## config.mk

```make
export PLATFORM = sky130hd
export DESIGN_NAME = qch_device_mc
export DESIGN_NICKNAME = d
export VERILOG_FILES = /design/src/rtl/qch_pkg.sv /design/src/rtl/dff2_sync.sv /design/src/rtl/qch_sync_fifo.sv /design/src/rtl/qch_device_mc.sv
export SDC_FILE = /design/constraint.sdc
export NUM_CORES = 2
export LEC_CHECK = 0
export ABC_AREA = 1
export CAP_MARGIN = 20
export CORE_MARGIN = 5
export CORE_UTILIZATION = 55
export CTS_CLUSTER_SIZE = 12
export DETAILED_ROUTE_END_ITERATION = 16
export HOLD_SLACK_MARGIN = 0.02
export MAX_ROUTING_LAYER = met4
export PLACE_DENSITY = 0.67
export SLEW_MARGIN = 25
export SYNTH_ARGS = -nofsm -noshare
export SYNTH_HDL_FRONTEND = slang
export SYNTH_HIERARCHICAL = 1
export SYNTH_SLANG_ARGS = --single-unit
```

## constraint.sdc

```tcl
create_clock -name clk -period 3 [get_ports clk]
set_input_delay 0.3 -clock clk [delete_from_list [all_inputs] [get_ports clk]]
set_output_delay 0.3 -clock clk [all_outputs]
set_load 0.02 [all_outputs]
```

## src/rtl/qch_pkg.sv

```systemverilog
// rtl/qch_pkg.sv - shared Q-channel state encoding and synchroniser depth
package qch_pkg;

  typedef enum logic [2:0] {
    Q_RUN,
    Q_REQUEST,
    Q_STOPPED,
    Q_EXIT,
    Q_DENIED,
    Q_CONTINUE
  } qch_state_t;

  localparam int QCH_SYNC_STAGES = 2;

endpackage

```

## src/rtl/dff2_sync.sv

```systemverilog
// rtl/dff2_sync.sv - two-flop synchroniser for a single asynchronous level
module dff2_sync #(
  parameter logic RST_VAL = 1'b1
) (
  input  logic clk,
  input  logic rst_n,
  input  logic d,
  output logic q
);

  logic meta;

  always_ff @(posedge clk or negedge rst_n) begin
    if (!rst_n) begin
      meta <= RST_VAL;
      q    <= RST_VAL;
    end else begin
      meta <= d;
      q    <= meta;
    end
  end

endmodule

```

## src/rtl/qch_sync_fifo.sv

```systemverilog
// rtl/qch_sync_fifo.sv - single-clock FIFO, registered read data, extra-MSB pointers
module qch_sync_fifo #(
  parameter int DW    = 8,
  parameter int ASIZE = 6
) (
  input  logic          clk,
  input  logic          rst_n,
  input  logic          wr_en,
  input  logic [DW-1:0] wr_data,
  input  logic          rd_en,
  output logic [DW-1:0] rd_data,
  output logic          full,
  output logic          empty
);

  localparam int DEPTH = 1 << ASIZE;

  logic [DW-1:0] mem [DEPTH];
  logic [ASIZE:0] wptr;
  logic [ASIZE:0] rptr;
  logic           do_wr;
  logic           do_rd;

  assign empty = (wptr == rptr);
  assign full  = (wptr[ASIZE] != rptr[ASIZE]) && (wptr[ASIZE-1:0] == rptr[ASIZE-1:0]);
  // Full refuses the write even when a read frees a slot in the same cycle.
  assign do_wr = wr_en & ~full;
  assign do_rd = rd_en & ~empty;

  always_ff @(posedge clk) begin
    if (do_wr) begin
      mem[wptr[ASIZE-1:0]] <= wr_data;
    end
  end

  always_ff @(posedge clk or negedge rst_n) begin
    if (!rst_n) begin
      wptr    <= '0;
      rptr    <= '0;
      rd_data <= '0;
    end else begin
      if (do_wr) begin
        wptr <= wptr + (ASIZE+1)'(1);
      end
      if (do_rd) begin
        rptr    <= rptr + (ASIZE+1)'(1);
        rd_data <= mem[rptr[ASIZE-1:0]];
      end
    end
  end

endmodule

```

## src/rtl/qch_device_mc.sv

```systemverilog
// rtl/qch_device_mc.sv - multi-channel Q-channel device; QCH_DENY_TIMEOUT_EN adds a flush timeout deny
module qch_device_mc
  import qch_pkg::*;
#(
  parameter int NCH          = 4,
  parameter int DW           = 8,
  parameter int ASIZE        = 6,
  parameter int IDLE_HOLD    = 8,
  parameter int DENY_TIMEOUT = 256
) (
  input  logic              clk,
  input  logic              reset_n,
  input  logic              if_wakeup_i,
  input  logic [NCH-1:0]    wr_valid_i,
  input  logic [NCH*DW-1:0] wr_payload_i,
  output logic [NCH-1:0]    wr_ready_o,
  input  logic [NCH-1:0]    rd_valid_i,
  output logic [NCH*DW-1:0] rd_payload_o,
  output logic [NCH-1:0]    rd_empty_o,
  output logic [NCH-1:0]    wr_flush_o,
  input  logic [NCH-1:0]    wr_done_i,
  input  logic              qreqn_i,
  output logic              qacceptn_o,
  output logic              qdeny_o,
  output logic              qactive_o
);

  localparam int CW = (IDLE_HOLD > 0) ? $clog2(IDLE_HOLD + 1) : 1;

  qch_state_t     state_q;
  qch_state_t     state_d;
  logic           qreqn_s;
  logic [NCH-1:0] full;
  logic [NCH-1:0] empty;
  logic [NCH-1:0] wr_acc;
  logic [NCH-1:0] flush_q;
  logic [NCH-1:0] flush_done_q;
  logic           wr_open;
  logic           accept_cond;
  logic           deny_cond;
  logic           timeout;
  logic           activity;
  logic           act_q;
  logic [CW-1:0]  hold_cnt;

  dff2_sync #(.RST_VAL(1'b1)) u_qreqn_sync (
    .clk   (clk),
    .rst_n (reset_n),
    .d     (qreqn_i),
    .q     (qreqn_s)
  );

  assign wr_open    = !(state_q inside {Q_STOPPED, Q_EXIT});
  assign wr_ready_o = ~full & {NCH{wr_open}};
  assign wr_acc     = wr_valid_i & wr_ready_o;
  assign rd_empty_o = empty;
  assign wr_flush_o = flush_q;

  for (genvar g = 0; g < NCH; g++) begin : g_ch
    qch_sync_fifo #(.DW(DW), .ASIZE(ASIZE)) u_fifo (
      .clk     (clk),
      .rst_n   (reset_n),
      .wr_en   (wr_acc[g]),
      .wr_data (wr_payload_i[g*DW +: DW]),
      .rd_en   (rd_valid_i[g]),
      .rd_data (rd_payload_o[g*DW +: DW]),
      .full    (full[g]),
      .empty   (empty[g])
    );
  end

`ifdef QCH_DENY_TIMEOUT_EN
  localparam int TW = $clog2(DENY_TIMEOUT + 1);
  logic [TW-1:0] tmo_cnt;

  // Counts cycles spent in Q_REQUEST; restarts on every fresh request.
  always_ff @(posedge clk or negedge reset_n) begin
    if (!reset_n) begin
      tmo_cnt <= '0;
    end else if (state_q != Q_REQUEST) begin
      tmo_cnt <= '0;
    end else if (!timeout) begin
      tmo_cnt <= tmo_cnt + TW'(1);
    end
  end

  assign timeout = (state_q == Q_REQUEST) && (tmo_cnt >= TW'(DENY_TIMEOUT - 1));
`else
  logic unused_cfg;
  assign unused_cfg = |DENY_TIMEOUT;
  assign timeout    = 1'b0;
`endif

  assign accept_cond = (&flush_done_q) & (&empty) & ~(|wr_valid_i) & ~(|rd_valid_i) & ~if_wakeup_i;
  assign deny_cond   = if_wakeup_i | (|wr_acc) | timeout;

  always_ff @(posedge clk or negedge reset_n) begin
    if (!reset_n) begin
      state_q <= Q_RUN;
    end else begin
      state_q <= state_d;
    end
  end

  always_comb begin
    state_d    = state_q;
    qacceptn_o = 1'b1;
    qdeny_o    = 1'b0;
    case (state_q)
      Q_RUN:      if (!qreqn_s) state_d = Q_REQUEST;
      Q_REQUEST: begin
        if (deny_cond)        state_d = Q_DENIED;
        else if (accept_cond) state_d = Q_STOPPED;
      end
      Q_STOPPED: begin
        qacceptn_o = 1'b0;
        if (qreqn_s) state_d = Q_EXIT;
      end
      Q_EXIT:     state_d = Q_RUN;
      Q_DENIED: begin
        qdeny_o = 1'b1;
        if (qreqn_s) state_d = Q_CONTINUE;
      end
      Q_CONTINUE: state_d = Q_RUN;
      default:    state_d = Q_RUN;
    endcase
  end

  // Flush requests live only inside Q_REQUEST; wr_done_i elsewhere is ignored.
  always_ff @(posedge clk or negedge reset_n) begin
    if (!reset_n) begin
      flush_q      <= '0;
      flush_done_q <= '0;
    end else if (state_q != Q_REQUEST) begin
      flush_q      <= (state_d == Q_REQUEST) ? '1 : '0;
      flush_done_q <= '0;
    end else if (state_d != Q_REQUEST) begin
      flush_q      <= '0;
      flush_done_q <= '0;
    end else begin
      flush_q      <= flush_q & ~wr_done_i;
      flush_done_q <= flush_done_q | wr_done_i;
    end
  end

  assign activity = (|wr_valid_i) | (|rd_valid_i) | ~(&empty);

  always_ff @(posedge clk or negedge reset_n) begin
    if (!reset_n) begin
      act_q    <= 1'b0;
      hold_cnt <= '0;
    end else if (activity) begin
      act_q    <= 1'b1;
      hold_cnt <= CW'(IDLE_HOLD);
    end else if (hold_cnt != '0) begin
      hold_cnt <= hold_cnt - CW'(1);
    end else begin
      act_q <= 1'b0;
    end
  end

  assign qactive_o = if_wakeup_i | act_q;

endmodule

```

Yosys cells after proc, flatten, opt, wreduce, memory -nomap -nowiden

Memory sizes are Yosys's and may differ from the RTL's. A register that Yosys moved wholly into a read port is not among the register bits.
Index checks and enable logic that the tools add are counted.

Input port bits: 48
Word-level logic and storage cells: 125
Flip-flop bits (word level): 74
Output and inout bits: 47
RAM bits: 2048
Memories kept: 4

Memories:

| name               | words | width | rd ports | clocked after memory_dff | write ports | RTL line            | source |
|---|---|---|---|---|---|---|---|
| g_ch[0].u_fifo.mem | 64    | 8     | 1        | 1                        | 1           | qch_sync_fifo.sv:18 | `logic [DW-1:0] mem [DEPTH];` |
| g_ch[1].u_fifo.mem | 64    | 8     | 1        | 1                        | 1           | qch_sync_fifo.sv:18 |  |
| g_ch[2].u_fifo.mem | 64    | 8     | 1        | 1                        | 1           | qch_sync_fifo.sv:18 |  |
| g_ch[3].u_fifo.mem | 64    | 8     | 1        | 1                        | 1           | qch_sync_fifo.sv:18 |  |

Reduce and logical (&&, ||, !) cells: 18
Equality and inequality tests: 20
Bitwise gates (word level): 34
Multiplexer cells: 25
Add/sub/neg operators: 9

Operator list:

| kind                  | number |
|---|---|
| $add A7 B1 Y7 const B | 8 |
| $eq A7 B7 Y1          | 4 |
| $mux W4               | 7 |
| $eq A6 B6 Y1          | 4 |
| $mux W3               | 5 |
| $and A1 B1 Y1         | 12 |
| $and A4 B4 Y4         | 3 |
| $mux W1               | 12 |
| $not A1 Y1            | 12 |
| $pmux W3 S4           | 1 |
| $reduce_or A4 Y1      | 3 |
| $not A4 Y4            | 2 |
| $reduce_and A4 Y1     | 2 |
| $eq A3 B1 Y1 const B  | 2 |
| $eq A3 B2 Y1 const B  | 2 |
| $ne A3 B1 Y1 const B  | 2 |
| $logic_not A1 Y1      | 5 |
| $logic_and A1 B1 Y1   | 4 |
| $ne A1 B1 Y1          | 4 |
| $or A1 B1 Y1          | 4 |
| $or A4 B4 Y4          | 1 |
| $reduce_bool A2 Y1    | 2 |
| $reduce_bool A4 Y1    | 1 |
| $sub A4 B1 Y4 const B | 1 |
| other kinds (3)       | 3 |

Logic depth before layout (Yosys ltp)

Word-level depth: 12
Gate-level depth with buffers: 16
Mapped depth without buffers: 15

Cells and area by module

The synthesis kept the hierarchy.

By module, submodules not included:

| module                              | cells an instance | area an instance (um^2) | times used | seq. area each (um^2) |
|---|---|---|---|---|
| qch_sync_fifo at g_ch[1].u_fifo ... | 2254              | 23055.9                 | 3          | 15925.3 |
| qch_sync_fifo at g_ch[0].u_fifo     | 2264              | 23110.9                 | 1          | 15925.3 |
| qch_device_mc                       | 108               | 829.5                   | 1          | 400.4 |
| dff2_sync                           | 2                 | 52.6                    | 1          | 52.6 |

Least setup slack after synthesis

No wires, ideal clock.

Kind: register to register
Start: register g_ch[1].u_fifo.rptr[1]
End: memory g_ch[1].u_fifo.mem[63][0], enable pin
Data required time: 2617 ps
Clock period less this slack: 2473 ps
Setup time: 383 ps
Buffers on the path: 1
Stages on the path, launching flop included: 13
Setup slack: 527 ps
Data arrival time: 2090 ps
Cells stage by stage: dfrtp_1 buf_2 xnor2_1 nand4_1 nor2_1 nand2_1 inv_1 nand3b_1 inv_1 nand2_1 inv_2 nand2_1 nor3_1

Word-level cells in the longest chain between the ends: 8
Elaborated cells between the ends (all ways): 9
Classes of those cells: eq/ne: 1; mux: 2; bitwise: 5; reduce/logical: 1

RTL lines:

| element                       | RTL line            | source |
|---|---|---|
| from (decl)                   | qch_sync_fifo.sv:20 | `logic [ASIZE:0] rptr;` |
| from (signal assigned)        | qch_sync_fifo.sv:46 | `rptr <= rptr + (ASIZE+1)'(1);` |
| $eq A6 B6 Y1                  | qch_sync_fifo.sv:25 | `assign full = (wptr[ASIZE] != rptr[ASIZE]) && (wptr[ASIZE-1:0] == rptr[ASIZE-1:0]);` |
| $logic_and A1 B1 Y1           | qch_sync_fifo.sv:25 |  |
| named net full[1]             | qch_device_mc.sv:33 | `logic [NCH-1:0] full;` |
| $not A4 Y4                    | qch_device_mc.sv:54 | `assign wr_ready_o = ~full & {NCH{wr_open}};` |
| $and A4 B4 Y4                 | qch_device_mc.sv:54 |  |
| $and A4 B4 Y4                 | qch_device_mc.sv:55 | `assign wr_acc = wr_valid_i & wr_ready_o;` |
| named net wr_acc[1]           | qch_device_mc.sv:35 | `logic [NCH-1:0] wr_acc;` |
| $and A1 B1 Y1                 | qch_sync_fifo.sv:27 | `assign do_wr = wr_en & ~full;` |
| $mux W1                       | qch_sync_fifo.sv:31 | `if (do_wr) begin` |
| $mux W1 (implied by the code) | qch_sync_fifo.sv:32 | `mem[wptr[ASIZE-1:0]] <= wr_data;` |
| to (decl)                     | qch_sync_fifo.sv:18 |  |

The timed path passes the listed nets, and every way through them passes these cells.

Final worst setup path

Start: register g_ch[0].u_fifo.rptr[1]
End: memory g_ch[0].u_fifo.mem[55][1], enable pin

Word-level cells in the longest chain between the ends: 8
Elaborated cells between the ends (all ways): 9
Classes of those cells: eq/ne: 1; mux: 2; bitwise: 5; reduce/logical: 1

RTL lines:

| element                       | RTL line |
|---|---|
| from (decl)                   | qch_sync_fifo.sv:20 |
| from (signal assigned)        | qch_sync_fifo.sv:46 |
| $eq A6 B6 Y1                  | qch_sync_fifo.sv:25 |
| $logic_and A1 B1 Y1           | qch_sync_fifo.sv:25 |
| named net full[0]             | qch_device_mc.sv:33 |
| $not A4 Y4                    | qch_device_mc.sv:54 |
| $and A4 B4 Y4                 | qch_device_mc.sv:54 |
| $and A4 B4 Y4                 | qch_device_mc.sv:55 |
| named net wr_acc[0]           | qch_device_mc.sv:35 |
| $and A1 B1 Y1                 | qch_sync_fifo.sv:27 |
| $mux W1                       | qch_sync_fifo.sv:31 |
| $mux W1 (implied by the code) | qch_sync_fifo.sv:32 |
| to (decl)                     | qch_sync_fifo.sv:18 |

The timed path passes the listed nets, and every way through them passes these cells.

==> impl_metrics.yaml <==
status:
  status: "finished, final reports clean"
sta:
  period_minus_slack_ns: 2.90
  max_freq_mhz: 345
  worst_slew_pin_slew_ns: 1.10
  finalHoldViolCount: 0
  rsz0062_at_grt: "yes"
  final.period_utilization: 0.967
  slew_headroom: 0.267
  setup_viol: 0
  finClkSkew_ns: 0.0370
  whs_ns: 0.101
  slew_violations: 0
critical_path:
  path_buf_inv: 4
  slowest_delay_ns: 0.62
  cp_max_fo: 16
  critPathKind: "register to register"
  cp-end-kind: "register"
  worstSetupStartpointType: "register"
  critPathSlowestCell: "nor2_1"
  cp_top_family: "simple AND/OR/NAND/NOR gates"
  worstPathRequired_ns: 3.48
  path_cells: "xor2_1, a21oi_1, nand2_1, nor2_1, nand2_1, inv_1, inv_1, nand3_1, inv_1, nand2_2, inv_2, nand2_1, nor2_1"
  crit_arrival_ns: 3.38
synthesis:
  syn_area_per_cell_um2: 10.2
  synth_nets: 9194
  yosys_warnings: 6
  seq_area_frac_synth: 0.689
  synth.top_cell.area_share: 0.660
  syn-cell-area_mm2: 0.0932
  synth_top_cells_by_area: "edfxtp_1 66%, nand2_1 12%, nand3_1 5.4%"
  netlist_instances: 9136
  ys_seq_elements: 2154
  synth_cell_types: 35
  synth_edf_count: 2048
  synth_top_cell_by_area: "edfxtp_1"
  synth_flop_cell: "edfxtp_1"
  async_flop_share: 0.0492
floorplan:
  rows: 151
  dieArea_mm2: 0.178
  ios: 95
  die_y_um: 422
  start_util: 0.552
  coreArea_mm2: 0.169
  die_w_um: 422
finish:
  fin_nets: 9558
  layout_commonest_cell: "nand2_1"
  drive_gt1_frac: 0.0856
  syn_to_final_growth_pct: 13.2
  fin_area_mm2: 0.105
  final_core_util: 0.624
  most-common-layout-cells: "3036 x nand2_1, 2048 x edfxtp_1, 1042 x inv_1"
  fill_cells: 13500
clocking:
  clk_pin_slew_ns: 0.06
  tritoncts: "yes"
  cts_buffers: 218
  htree_levels: 4
  cts_sinks: 2154
  clock_latency_ns: 0.87
  root_buffer: "clkbuf_16"
  clock_path_buffers: 3
power_and_ir_drop:
  vdd_drop_max_uv: 831
  p_per_area_mw_per_mm2: 894
  p_leak_nw: 43.7
  p_total_mw: 94.3
route:
  drtPass1Iterations: 8
  wirelength_um: 235000
  num_vias: 64000
  drc: 0
  routedWlPerCell_um: 19.8
  drtAntennaViolNets: 0
  drtIter0Drc: 6997
  viasPerCell: 5.38
grt:
  grt_max_degree: 222
  overflow: 0
  grt_util_all_layers: 0.270
  grt_pass1_vias: 61900
  grt_first_pass_wirelength_um: 362000
  antenna_found_initial: 2
placement:
  gp_congestion: 0.904
  io_buffers: 94
  placed_cell_area_mm2: 0.0985
  place_hpwl_um: 141000
hold_path:
  min-delay-path-class: "input port to register"
job:
  maxCapViolations: 0
==> synth_stat cells (2+ instances only) <==
library cell and n:
nand4_1 12, nor2_2 6, o21ai_1 50, o21ai_0 194, nor3_1 8, nand3_1 1012, clkbuf_1 105, dfrtp_1 104
inv_1 1043, a21boi_1 3, buf_2 220, buf_6 28, edfxtp_1 2048, nor2_1 1017, xnor2_1 29, dfstp_2 2
buf_4 31, clkinv_1 13, buf_1 48, a21oi_1 38, ha_1 10, xor2_1 40, nand3_2 2, nand2_2 8
nand3b_1 2, inv_2 16, nand2_4 2, nand2_1 3038
==> what timing repair did <==
| action | 4_1_cts | 5_1_grt |
|---|---|---|
| resized for setup | 8 | 3 |
| hold buffers | 27 | 1 |
| buffers inserted | 2 | 0 |
| setup endpoints to repair | 5 | 144 |
| endpoints found under the hold margin | 766 | 22 |
==> where the power goes <==
part	leakage [nW]	internal (mW)	switching, mW
sequential	19.7	34.5	0.766
combinational	20.7	9.82	23.8
clock	3.23	14.4	11.1
total	43.7	58.7	35.7
==> path summary, 6_finish.rpt <==
| check | startpoint | endpoint | slack, ns | cells past startpoint |
|---|---|---|---|---|
| max in group asynchronous | reset_n | g_ch[0].u_fifo/rptr[1]$_DFFE_PN0P_ | 0.94 | 4 |
| hold reg to reg | u_qreqn_sync/meta$_DFF_PN1_ | u_qreqn_sync/q$_DFF_PN1_ | 0.36 | 0 |
| setup reg to reg | g_ch[0].u_fifo/rptr[1]$_DFFE_PN0P_ | g_ch[0].u_fifo/mem[55][1]$_DFFE_PP_ | 0.1 | 13 |
| hold / removal | wr_payload_i[3] | g_ch[0].u_fifo/mem[24][3]$_DFFE_PP_ | 0.10 | 1 |
| setup / recovery | g_ch[0].u_fifo/rptr[1]$_DFFE_PN0P_ | g_ch[0].u_fifo/mem[55][1]$_DFFE_PP_ | 0.1 | 13 |
| min in group asynchronous | reset_n | g_ch[0].u_fifo/rptr[5]$_DFFE_PN0P_ | 0.56 | 3 |
==> sequential cells by signal (all words and copies together), names as in the netlist <==
register and flops:
act_q 1, flush_done_q 4, g_ch.u_fifo/mem 2048, g_ch.u_fifo/rd_data 32
g_ch.u_fifo/rptr 28, g_ch.u_fifo/wptr 28, hold_cnt 4, state_q 3
u_qreqn_sync/meta 1, u_qreqn_sync/q 1, wr_flush_o 4
==> kinds of logic after synthesis <==
group	count (synthesis)	share of synthesized area
compound gates	287	0.0155
xor+xnor	69	0.00649
fa+ha+maj	10	0.00134
buf+inv	1506	0.0672
flops	2154	0.689
simple gates	5110	0.221
==> metrics by stage <==
stage	TNS (ns)	std cells	worst slack, ns
final	0	11900	0.0975
after global routing	-3.26	11900	-0.0931
after CTS	0	11900	0.0647
after detailed placement	0	11500	0.00652
after global placement	0	11500	0.0766
after floorplan	0	9136	0.527
==> worst reg2reg max path, delay by kind of cell (launching register included) <==
family | cells | cell delay [ns]
AO/OA/AOI/OAI | 1 | 0.06
XOR/XNOR | 1 | 0.14
buffers and inverters | 4 | 0.46
flip-flops | 1 | 0.48
AND/OR/NAND/NOR | 7 | 1.39
==> layer usage <==
metal	global-route usage	part of all wire	up-vias
met4	0.0883	0.033	0
met5	-	0	-
met1	0.356	0.41	30700
met3	0.0388	0.071	457
li1	-	-	30400
met2	0.439	0.49	2450
==> cell type report <==
cell class	count	area [µm²]	share of cell area
clock inverter	74	582	0.00552
timing repair buffer	576	5040	0.0477
antenna	1	2.50	0.0000237
sequential	2154	64200	0.609
clock buffer	318	6060	0.0574
multi-input combinational	5476	22800	0.216
tap	2218	2780	0.0263
inverter	1074	4060	0.0385
Note: power is estimated with default switching activity, not from simulation.
